[src/rtl/ram_bist_ctrl.sv]
// March-style write/read/compare BIST controller for a synchronous single-port-timing RAM.
// Define BIST_INV_PASS_EN to add a second pass that repeats the test with inverted patterns.
module ram_bist_ctrl #(
  parameter int ADDR_W = 4,
  parameter int DATA_W = 8,
  parameter int DEPTH  = 16
) (
  input  logic              clk,
  input  logic              rst_n,
  input  logic              start,
  output logic              busy,
  output logic              done,
  output logic              pass,
  output logic [ADDR_W-1:0] fail_addr,
  output logic [DATA_W-1:0] fail_data,
  output logic              wr_enb,
  output logic [ADDR_W-1:0] wr_addr,
  output logic [DATA_W-1:0] data_in,
  output logic              rd_enb,
  output logic [ADDR_W-1:0] rd_addr,
  input  logic [DATA_W-1:0] data_out
);

  typedef enum logic [2:0] {IDLE, WR, RD, CMP, DONE} state_t;

  localparam logic [ADDR_W-1:0] LAST_ADDR = ADDR_W'(DEPTH - 1);

  state_t            state;
  logic [ADDR_W-1:0] addr;
  logic [ADDR_W-1:0] next_addr;
  logic [DATA_W-1:0] expected;
  logic [DATA_W-1:0] next_pattern;

  // Each word holds its own address and its complement, so shorts between
  // address lines or data bits show up as a mismatch somewhere in the sweep.
  function automatic logic [DATA_W-1:0] pattern(input logic [ADDR_W-1:0] a);
    logic [DATA_W-1:0] p;
    p = '0;
    p[ADDR_W-1:0] = a;
    p[2*ADDR_W-1:ADDR_W] = ~a;
    return p;
  endfunction

  assign next_addr = addr + 1'b1;

`ifdef BIST_INV_PASS_EN
  logic inv_phase;
  assign expected     = inv_phase ? ~pattern(addr) : pattern(addr);
  assign next_pattern = inv_phase ? ~pattern(next_addr) : pattern(next_addr);
`else
  assign expected     = pattern(addr);
  assign next_pattern = pattern(next_addr);
`endif

  // All RAM strobes are registered: the values for a state are loaded on the
  // edge that enters it, so the RAM sees clean, glitch-free controls.
  always_ff @(posedge clk or negedge rst_n) begin
    if (!rst_n) begin
      state     <= IDLE;
      addr      <= '0;
      busy      <= 1'b0;
      done      <= 1'b0;
      pass      <= 1'b0;
      fail_addr <= '0;
      fail_data <= '0;
      wr_enb    <= 1'b0;
      wr_addr   <= '0;
      data_in   <= '0;
      rd_enb    <= 1'b0;
      rd_addr   <= '0;
`ifdef BIST_INV_PASS_EN
      inv_phase <= 1'b0;
`endif
    end else begin
      case (state)
        IDLE, DONE: begin
          if (start) begin
            state     <= WR;
            addr      <= '0;
            busy      <= 1'b1;
            done      <= 1'b0;
            pass      <= 1'b0;
            fail_addr <= '0;
            fail_data <= '0;
            wr_enb    <= 1'b1;
            wr_addr   <= '0;
            data_in   <= pattern('0);
`ifdef BIST_INV_PASS_EN
            inv_phase <= 1'b0;
`endif
          end
        end
        WR: begin
          if (addr == LAST_ADDR) begin
            state   <= RD;
            addr    <= '0;
            wr_enb  <= 1'b0;
            rd_enb  <= 1'b1;
            rd_addr <= '0;
          end else begin
            addr    <= next_addr;
            wr_addr <= next_addr;
            data_in <= next_pattern;
          end
        end
        RD: begin
          state  <= CMP;
          rd_enb <= 1'b0;
        end
        CMP: begin
          if (data_out != expected) begin
            state     <= DONE;
            fail_addr <= addr;
            fail_data <= data_out;
            pass      <= 1'b0;
            busy      <= 1'b0;
            done      <= 1'b1;
          end else if (addr != LAST_ADDR) begin
            state   <= RD;
            addr    <= next_addr;
            rd_enb  <= 1'b1;
            rd_addr <= next_addr;
`ifdef BIST_INV_PASS_EN
          end else if (!inv_phase) begin
            state     <= WR;
            addr      <= '0;
            inv_phase <= 1'b1;
            wr_enb    <= 1'b1;
            wr_addr   <= '0;
            data_in   <= ~pattern('0);
`endif
          end else begin
            state <= DONE;
            pass  <= 1'b1;
            busy  <= 1'b0;
            done  <= 1'b1;
          end
        end
        default: state <= IDLE;
      endcase
    end
  end

endmodule

[config.mk]
export PLATFORM = sky130hd
export DESIGN_NAME = ram_bist_ctrl
export DESIGN_NICKNAME = d
export VERILOG_FILES = /design/src/rtl/ram_bist_ctrl.sv
export SDC_FILE = /design/constraint.sdc
export NUM_CORES = 1
export LEC_CHECK = 0
export CORE_ASPECT_RATIO = 1.1
export CORE_MARGIN = 4
export CORE_UTILIZATION = 38
export DETAILED_ROUTE_END_ITERATION = 10
export PLACE_DENSITY = 0.72
export SYNTH_ARGS = -nofsm -noshare
export SYNTH_HDL_FRONTEND = slang
export SYNTH_SLANG_ARGS = --single-unit
[constraint.sdc]
create_clock -name clk -period 3.85 [get_ports clk]
set_clock_uncertainty 0.05 [all_clocks]
set_input_delay 0.77 -clock clk [delete_from_list [all_inputs] [get_ports clk]]
set_output_delay 0.77 -clock clk [all_outputs]
set_load 0.01 [all_outputs]
==> results by group, run 1 <==
Setup path
  – Worst path required time: 3990 ps
  – Buf/Inv on CP: 2
  – Crit-path slowest cell: o21ai_4
  – Setup Crit Path Kind: primary input to flip-flop
  – Family with the most delay on the worst path: compound AO/OA/AOI/OAI gates
  – Crit end category: flip-flop
  – R2R Path Start: addr[0]
  – Crit path from: data_out[5]
  – Crit start category: primary input
  – Critical Path AT: 2510 ps
  – Max incr delay on CP: 520 ps
  – Cell Chain, Critical Path: clkdlybuf4s50_1 -> nor3b_1 -> o22ai_4 -> o21ai_4 -> inv_2 -> nor3_1
  – Critical-path maximum fanout: 25

Drt
  – Vias/cell: between 5 and 6
  – 1st-pass router iterations: 4
  – WL final: 3797 um
  – WL per Instance: 14.12 um
  – Detail Route Antenna Nets: 0
  – Residual DRC: 0
  – Initial DRC Count: 60
  – DR vias: 1392

Placement
  – HPWL Detailed: roughly 2700 um
  – Placer's final routability congestion estimate: about 0.84
  – Port bufs: 43
  – Cells after DPL: about 260

Synth
  – Share of the synthesized area in the top cell type: between 50% and 60%
  – Number of synthesized flops with an enable pin: 0
  – Post-synth ARST share: 100.0%
  – Synthesis Warnings: 0
  – Cell Area, Synth: about 1700 um2
  – Most frequent cells after synthesis: dfrtp_1 (36), nand2_1 (29), o21ai_1 (17), nand3_1 (16), nor2_1 (10)
  – Yosys reg bits: 36
  – Top FF cell, synth: dfrtp_1
  – Top post-synthesis cells by area: dfrtp_1 (52%), nand2_1 (6.3%), o21ai_1 (4.9%)
  – Yosys top cell by area: dfrtp_1
  – Post-synthesis sequential area ratio: a little over half
  – Syn Inst Count: 177
  – Mapped Avg Cell Area: 9.762 um2
  – Cell with the most instances after synthesis: dfrtp_1
  – Syn nets: 189
  – Post-synth cell types: 42

GRT
  – Gr usage total: approximately 14%
  – Initial antenna violation count: 0
  – First-pass GRT wire length: between 6000 and 7000 um
  – Gr ovfl total: 0
  – Vias in the first global route: approximately 1400
  – Pin count of the biggest net entering global routing: 37
  – Met2 usage: 22.13%
  – Met3 Use GR: about 2.9%
  – GR Layer Usage met1: 19.50%
  – Global route hottest layer: met2

Die
  – Die Y: 78.73 um
  – Row count: 25
  – Area of the die: 5691 um2
  – Die Wd: 72.30 um
  – Ports: 44
  – Core area: 4348 um2
  – Starting Density: 39.74%

STA
  – Fmax: approximately 420 MHz
  – Fin Setup TNS: 0 ps
  – Final hold violation count: 0
  – Slew @ Worst Pin: ~630 ps
  – Final hold slack: 437.4 ps
  – Final slew viol count: 0
  – Rel. slew slack: between 50 and 60%
  – Unrepaired setup endpoints after global routing: no
  – Crit path time final: 2372 ps
  – Final setup violation count: 0
  – Period utilisation layout: 61.60%

Clocking
  – Max clock buf depth: 2
  – # H-tree levels: 2
  – Root Buffer: clkbuf_8
  – Post-CTS Setup Inserts: 0
  – CTS tree: built
  – Clock Sinks: 36
  – Worst skew pair latency: 280 ps
  – Hold buffers post-CTS: 0
  – Total CTS buffers: 5
  – PostCTS Resize Cnt: 0
  – Clk slew on worst S/H paths: 70 ps

Worst hold path
  – HP Start: wr_enb
  – Hold crit path type: flip-flop to flip-flop

Cells and area
  – Layout area overhead: 29.11%
  – Final Util: 51.31%
  – FILL cells: 415
  – Non-filler cells, final: 269
  – N_diodes: 0
  – Final nets: between 200 and 250
  – Layout cells sized above 1: under 10%

Power and ir drop
  – Maximum VDD drop: 334.9 uV
  – Power Dens Cells: about 700 nW/um2
  – LEAKAGE: 0.9500 nW
  – Total chip power: 1.577 mW

Outcome
  – Run status: completed

Flow run
  – Maxcap violations: 0
[final timing paths]
kind / end / slack, ps / cells past startpoint
worst max-delay path: state[1] / 1480 / 6
worst min-delay path: wr_enb / 440 / 2
worst max register to register: state[2] / 1780 / 5
worst min register to register: wr_enb / 440 / 2
max in group asynchronous: state[1] / 2570 / 2
min in group asynchronous: wr_addr[2] / 860 / 2
[routing by layer]
layer / vias up / share of wire [%]
li1: 689 / -
met1: 672 / 48
met2: 29 / 47
met3: 2 / 3.7
met4: 0 / 1.1
met5: - / 0
[registers in the layout, summed over array words and instances, names as in the netlist]
| signal | count |
|---|---|
| state | 3 |
| wr_addr | 3 |
| rd_addr | 4 |
| data_in | 5 |
| addr | 4 |
| fail_data | 8 |
| fail_addr | 4 |
| done | 1 |
| busy | 1 |
| rd_enb | 1 |
| wr_enb | 1 |
| pass | 1 |
[power by group]
part	leakage, nW	switching [mW]	internal (mW)
registers	0.447	0.120	0.504
clock network	0.0410	0.123	0.123
logic	0.462	0.357	0.350
total	0.950	0.600	0.977
[cell families (layout without fill, tap and decap cells)]
family          count (synthesis)  count (layout)  synth area share (%)
flops                          36              36                 52.14
mux                             4               4                 2.390
buf+inv                        19              57                 5.937
compound gates                 42              42                 16.87
xor+xnor                        3               3                 1.521
fa+ha+maj                       1               1                0.7240
simple gates                   72              72                 20.42
[worst register-to-register path, stage by stage (launching register included)]
cell and delay [ps]:
dfrtp_1 500, ha_1 320, and3_1 320, nor3_2 410
nor2_1 140, a31o_1 200
[cell type report]
type                            instances  area (um2)  share of cell area [%]
Timing Repair Buffer                   44       437.9                   19.63
Clock buffer                            6       72.57                   3.253
Multi-Input combinational cell        122       724.4                   32.47
Clock inverter                          1       5.005                  0.2243
Inverter                                6       22.52                   1.010
Sequential cell                        36       900.9                   40.38
Tap cell                               54       67.56                   3.029
[cells in the final DEF, fill, tap and decap left out, types with 2 or more instances in the layout]
| cell | n |
|---|---|
| a31oi_1 | 2 |
| clkbuf_8 | 5 |
| nand3_1 | 16 |
| dfrtp_1 | 36 |
| a2bb2oi_1 | 3 |
| o2bb2ai_1 | 3 |
| and3b_1 | 4 |
| nor3b_1 | 3 |
| inv_1 | 5 |
| xor2_1 | 2 |
| o21ai_1 | 17 |
| nand2_1 | 29 |
| nor2_1 | 10 |
| clkdlybuf4s50_1 | 43 |
| mux2i_1 | 3 |
| o21ai_0 | 3 |
| and3_1 | 2 |
| a21oi_1 | 3 |
| nor3_1 | 3 |
[through the flow]
step | worst slack (ps) | instance area (um2)
floorplan | 1931 | 1728
global placement | 1255 | 2153
detailed placement | 1174 | 2153
CTS | 1478 | 2231
global route | 1344 | 2231
finish | 1478 | 2231
Power figures use the tool's default switching activity.
==> run 2: changes to the inputs <==
PLACE_DENSITY = 0.74   (was 0.72)
clock period = 1.9 ns   (was 3.85 ns; I/O delays follow)
==> results by group, run 2 (synthesized netlist as in run 1, its figures left out) <==
Cells and area
  – N_diodes: 0 (unchanged)
  – Layout area overhead: 37.58%
  – Layout cells sized above 1: 14.72% (+7.7 points)
  – Commonest cells after routing, fill and taps aside: clkdlybuf4s50_1 (43), dfrtp_1 (36), nand2_1 (29), o21ai_1 (17), nand3_1 (16)
  – Most common cell after layout, fill and taps aside: clkdlybuf4s50_1
  – Final nets: 242 (+6.6%)
  – Biggest regs: fail_data (8), data_in (5)
  – Max FFs per register: 8 (unchanged)
  – Biggest register: fail_data

STA
  – Final hold slack: 435.6 ps (-1.877 ps)
  – Fmax: approximately 570 MHz
  – Period utilisation layout: 91.93%
  – Final setup violation count: 0 (unchanged)
  – Unrepaired setup endpoints after global routing: no
  – Rel. slew slack: 70.23% (+12 points)
  – Final hold violation count: 0 (unchanged)
  – Crit path time final: 1747 ps
  – Slew @ Worst Pin: 446.5 ps (-185.4 ps)
  – Final slew viol count: 0 (unchanged)

Clocking
  – Worst skew pair latency: 290 ps (about the same)
  – Total CTS buffers: 5 (unchanged)
  – CTS tree: built
  – Root Buffer: clkbuf_8
  – Clock Sinks: 36 (unchanged)
  – Clk slew on worst S/H paths: 70 ps (about the same)
  – Hold buffers post-CTS: 0 (unchanged)
  – # H-tree levels: 2 (unchanged)
  – Max clock buf depth: 2 (unchanged)

Die
  – Row count: 25 (unchanged)
  – Core area: 4348 um2 (unchanged)
  – Ports: 44 (unchanged)
  – Die Wd: 72.30 um (unchanged)
  – Area of the die: 5691 um2 (unchanged)
  – Starting Density: 39.74% (unchanged)
  – Die Y: 78.73 um (unchanged)

Drt
  – Residual DRC: 0 (unchanged)
  – Initial DRC Count: 90 (+50%)
  – WL per Instance: 13.81 um (-2.2%)
  – WL final: 3936 um (+3.7%)
  – Detail Route Antenna Nets: 0 (unchanged)
  – DR vias: 1423 (+2.2%)
  – 1st-pass router iterations: 4 (unchanged)
  – Vias/cell: 4.993 (-3.5%)

Setup path
  – Cell Chain, Critical Path: clkdlybuf4s50_1 -> and3b_1 -> o22ai_2 -> nor3_2 -> buf_4 -> o22ai_1 -> o2bb2ai_1
  – Setup Crit Path Kind: primary input to flip-flop
  – R2r worst-path depth: 6 (+1)
  – Critical Path AT: 1910 ps (-600 ps)
  – Max incr delay on CP: 500 ps (-20 ps)
  – Crit end category: flip-flop
  – Crit-path slowest cell: clkdlybuf4s50_1
  – Crit start category: primary input
  – Critical-path maximum fanout: 5 (-80%)
  – Worst path required time: 2070 ps (-1920 ps)

GRT
  – Gr ovfl total: 0 (unchanged)
  – Gr usage total: 14.98% (+0.60 points)
  – Initial antenna violation count: 0 (unchanged)
  – Vias in the first global route: 1388 (+0.36%)
  – Pin count of the biggest net entering global routing: 37 (unchanged)
  – First-pass GRT wire length: 6589 um (+2.3%)

Power and ir drop
  – Total chip power: 3.383 mW (+110%)
  – Power Dens Cells: 1423 nW/um2 (+100%)
  – LEAKAGE: 1.042 nW (+9.6%)
  – Maximum VDD drop: 601.3 uV (+80%)

Worst hold path
  – Hold crit path type: flip-flop to flip-flop
  – Hold depth: 1 (-1)

Flow run
  – Maxcap violations: 0 (unchanged)

Outcome
  – Run status: completed

Placement
  – Port bufs: 43 (unchanged)
  – HPWL Detailed: 2921 um (+9.1%)
  – Placer's final routability congestion estimate: 0.8468 (+0.97%)
==> run 2: changes by cell type in the layout (fill, tap and decap cells not counted), sizes merged <==
cell    change
buf        +15
clkinv      +1
==> run 2: power breakdown <==
part           switching [mW]  leakage, nW  internal (mW)
combinational           0.775        0.543          0.810
clock                   0.259       0.0510          0.289
sequential              0.229        0.447           1.02
total                    1.26         1.04           2.12
==> run 2: what timing repair did <==
| item | in CTS | in global routing |
|---|---|---|
| setup endpoints to repair | 0 | 14 |
| gates resized for setup | 0 | 2 |
| buffers inserted | 0 | 0 |
==> run 2: final timing paths <==
check	startpoint	end	slack (ps)
setup / recovery	data_out[6]	addr[3]	150
hold / removal	done	done	440
setup reg to reg	addr[1]	data_in[7]	200
hold reg to reg	done	done	440
max in group asynchronous	rst_n	state[1]	1020
min in group asynchronous	rst_n	data_in[3]	460
==> run 2: cell type report <==
| cell class | count | area [um2] |
|---|---|---|
| fillers | 398 | 1971 |
| flip-flops and latches | 36 | 900.9 |
| multi-input cells | 122 | 730.7 |
| repair buffers | 59 | 563.0 |
| clock buffers | 6 | 82.58 |
| well taps | 54 | 67.56 |
| inverters | 6 | 22.52 |
| clock inverters | 2 | 10.01 |
==> run 2: routing by layer <==
metal	up-vias	track usage, %	part of all wire (%)
li1	721	-	-
met1	659	18.91	46
met2	37	23.68	47
met3	6	5.316	5.5
met4	0	5.075	1.4
met5	-	0	0
==> run 2: worst max-delay path, delay by kind of cell <==
kind,cells,cell delay [ps]
buffers and inverters,2,650
AO/OA/AOI/OAI,3,630
AND/OR/NAND/NOR,2,250
==> run 2: per-stage QoR <==
step | area (um2) | std cells | setup TNS, ps | utilization [%] | setup WS (ps)
2_1_floorplan | 1728 | 177 | 0 | - | 177.8
4_1_cts | 2371 | 285 | 0 | 54.53 | 117.4
3_3_place_gp | 2278 | 277 | -1270 | 52.40 | -122.9
6_report | 2377 | 285 | 0 | 54.68 | 153.3
5_1_grt | 2377 | 285 | 0 | 54.68 | 14.78
3_5_place_dp | 2278 | 277 | -2934 | 52.40 | -178.6
==> run 3: changes to the inputs <==
GPL_TIMING_DRIVEN = 1   (was default)
==> results of run 3 <==
Final layout, timing and power as in run 2 (identical DEF).
==> patch (flow settings as in run 3) <==
Register the output `rd_enb` once more, with the module's reset; this adds one clock of latency there. The other outputs are not delayed to match.
--- a/src/rtl/ram_bist_ctrl.sv
+++ b/src/rtl/ram_bist_ctrl.sv
@@ -25,4 +25,6 @@
 
   localparam logic [ADDR_W-1:0] LAST_ADDR = ADDR_W'(DEPTH - 1);
+
+  logic rd_enb_s0;
 
   state_t            state;
@@ -67,5 +69,5 @@
       wr_addr   <= '0;
       data_in   <= '0;
-      rd_enb    <= 1'b0;
+      rd_enb_s0 <= 1'b0;
       rd_addr   <= '0;
 `ifdef BIST_INV_PASS_EN
@@ -96,5 +98,5 @@
             addr    <= '0;
             wr_enb  <= 1'b0;
-            rd_enb  <= 1'b1;
+            rd_enb_s0 <= 1'b1;
             rd_addr <= '0;
           end else begin
@@ -106,5 +108,5 @@
         RD: begin
           state  <= CMP;
-          rd_enb <= 1'b0;
+          rd_enb_s0 <= 1'b0;
         end
         CMP: begin
@@ -119,5 +121,5 @@
             state   <= RD;
             addr    <= next_addr;
-            rd_enb  <= 1'b1;
+            rd_enb_s0 <= 1'b1;
             rd_addr <= next_addr;
 `ifdef BIST_INV_PASS_EN
@@ -142,4 +144,12 @@
   end
 
+  always_ff @(posedge clk or negedge rst_n) begin
+    if (!rst_n) begin
+      rd_enb <= '0;
+    end else begin
+      rd_enb <= rd_enb_s0;
+    end
+  end
+
 endmodule
 
Formal check against the unedited RTL: same outputs for any inputs over 10 cycles, from zero or initial values and one cycle with rst_n low; that may be too few to reach the edited logic, so the function may still have changed.
==> patch against run 3 <==
- clock power rose by 31%
- hold slack got worse by 0.090 ns
- wire length rose by 13%
- via count up 7.6%
- cell count grew 2.1%
- sequential cell count rose by 1
- design area increased by 10%
- power increased by 16%
- area after synthesis is 11% higher
- worst setup slack worse by 0.085 ns
==> patch: results (changes against run 3) <==
| Metric | Value |
|---|---|
| CP arrival | 1.95 ns (+0.04 ns) |
| Family with the most delay on the worst path | compound AO/OA/AOI/OAI gates |
| CP max stage delay | 0.52 ns (+0.02 ns) |
| Adder-Cell Fraction of Synth Area | 0.651% (-0.073 points) |
| Placer Congestion | 0.837 (-1.1%) |
| Tightest Pin Transition | 0.469 ns (+0.0229 ns) |
| Post-DP HPWL | 3310 um (+13%) |
| Global-route usage over all layers | 15.7% (+0.73 points) |
| WL final | 4470 um (+13%) |
| Async SR Flop Fraction | 100% (unchanged) |
| Static Leak | 1.08 nW (+3.4%) |
| Synth top cells by count | dfrtp_1 (37), nand2_1 (31), nand3_2 (8) |
| CTS Buf Count | 5 (unchanged) |
| Port Buffer Count | 43 (unchanged) |
| VDD IR max | 0.000732 V (+22%) |
| Hold slack | 0.346 ns (-0.0897 ns) |
| Pin count of the biggest net entering global routing | 38 (+2.7%) |
| Crit-path slowest cell | clkdlybuf4s50_1 |
| Final net count | 246 (+1.7%) |
| 1st-pass router iterations | 4 (unchanged) |
| Share of layout cells above drive strength 1 | 24.3% (+9.5 points) |
| Post-synth cell types | 45 (+7.1%) |
| Cell Count, Final, Fillers Out | 291 (+2.1%) |
| Vias in the first global route | 1500 (+8.1%) |
| Detailed Route Iter0 Violations | 93 (+3.3%) |
| Placed cell count | 283 (+2.2%) |
| Synth Area in Compound Gates | 19.2% (+2.3 points) |
| Post-CTS Resized | 0 (unchanged) |
| Status | complete, no violations |
| FF-to-FF setup slack | 0.11 ns (-0.09 ns) |
| Post-synthesis sequential area ratio | 48.1% (-4.0 points) |
| First-pass GRT wire length | 7440 um (+13%) |
| Multiplexer share of the synthesized area | 0% (-2.4 points) |
| FILL cells | 409 (+2.8%) |
| Setup WS pre-CTS | -0.196 ns (-0.0177 ns) |
| Critical path fanouts, max | 6 (+1) |
| Top area cells in the synthesized netlist | dfrtp_1 (48%), nand2_1 (6.1%), nand3_2 (4.2%) |
| Root buffer cell | clkbuf_8 |
| Vias per cell | 5.26 (+5.4%) |
| XOR/XNOR Fraction of Synth Area | 1.37% (-0.15 points) |
| Clock Pin Slew Worst Setup and Hold Paths | 0.07 ns (about the same) |
| Final min period | 1.83 ns (+0.0851 ns) |
| Syn Nets | 189 (unchanged) |
==> patch: cell types whose count changed after synthesis, moves of 5 or more <==
cell / before / now
o21ai_1: 17 / 6
nand3_1: 16 / 7
nand3_2: 0 / 8
o21ai_2: 0 / 7
o211ai_1: 0 / 5
==> patch: cells by family (layout without fill, tap and decap cells) <==
| logic type | after synthesis | count (layout) |
|---|---|---|
| AND/OR/NAND/NOR | 78 | 78 |
| XOR/XNOR | 3 | 3 |
| AO/OA/AOI/OAI | 44 | 44 |
| buffers and inverters | 14 | 72 |
| flip-flops | 37 | 37 |
| adder cells (fa/ha/maj) | 1 | 1 |
==> patch: metal layers <==
metal / wire length [um] / GRT usage (%)
met1: 2020 / 20.4
met2: 2160 / 24.7
met3: 196 / 3.15
met4: 91 / 7.69
met5: 0 / 0
==> patch: final cells by class <==
| cell class | count | area [sq um] | share of cell area, % |
|---|---|---|---|
| Clock buffer | 6 | 82.6 | 3.15 |
| Inverter | 3 | 11.3 | 0.430 |
| Tap cell | 56 | 70.1 | 2.68 |
| Multi-Input combinational cell | 126 | 901 | 34.4 |
| Timing Repair Buffer | 61 | 591 | 22.6 |
| Sequential cell | 37 | 926 | 35.4 |
| Clock inverter | 2 | 37.5 | 1.43 |
==> patch: worst paths after layout <==
path                            cells past startpoint      endpoint         from
worst max-delay path                                6       addr[0]  data_out[4]
worst min-delay path                                0        rd_enb    rd_enb_s0
worst max register to register                      5       addr[0]      addr[0]
worst min register to register                      0        rd_enb    rd_enb_s0
max in group asynchronous                           2  fail_data[0]        rst_n
min in group asynchronous                           2    wr_addr[2]        rst_n
==> patch: report_power, final <==
group	leakage (nW)	total (mW)	internal [mW]	switching, mW
clock network	0.0574	0.719	0.427	0.293
registers	0.464	1.20	1.02	0.184
logic	0.555	2.01	0.936	1.07
total	1.08	3.93	2.38	1.55
==> patch: per-stage QoR <==
step	power [mW]	util, %	area, sq um
2_1_floorplan	2.38	-	1920
3_3_place_gp	3.15	52.1	2490
3_5_place_dp	3.19	52.1	2490
4_1_cts	3.93	54.6	2610
5_1_grt	4.18	54.8	2620
6_report	3.93	54.8	2620
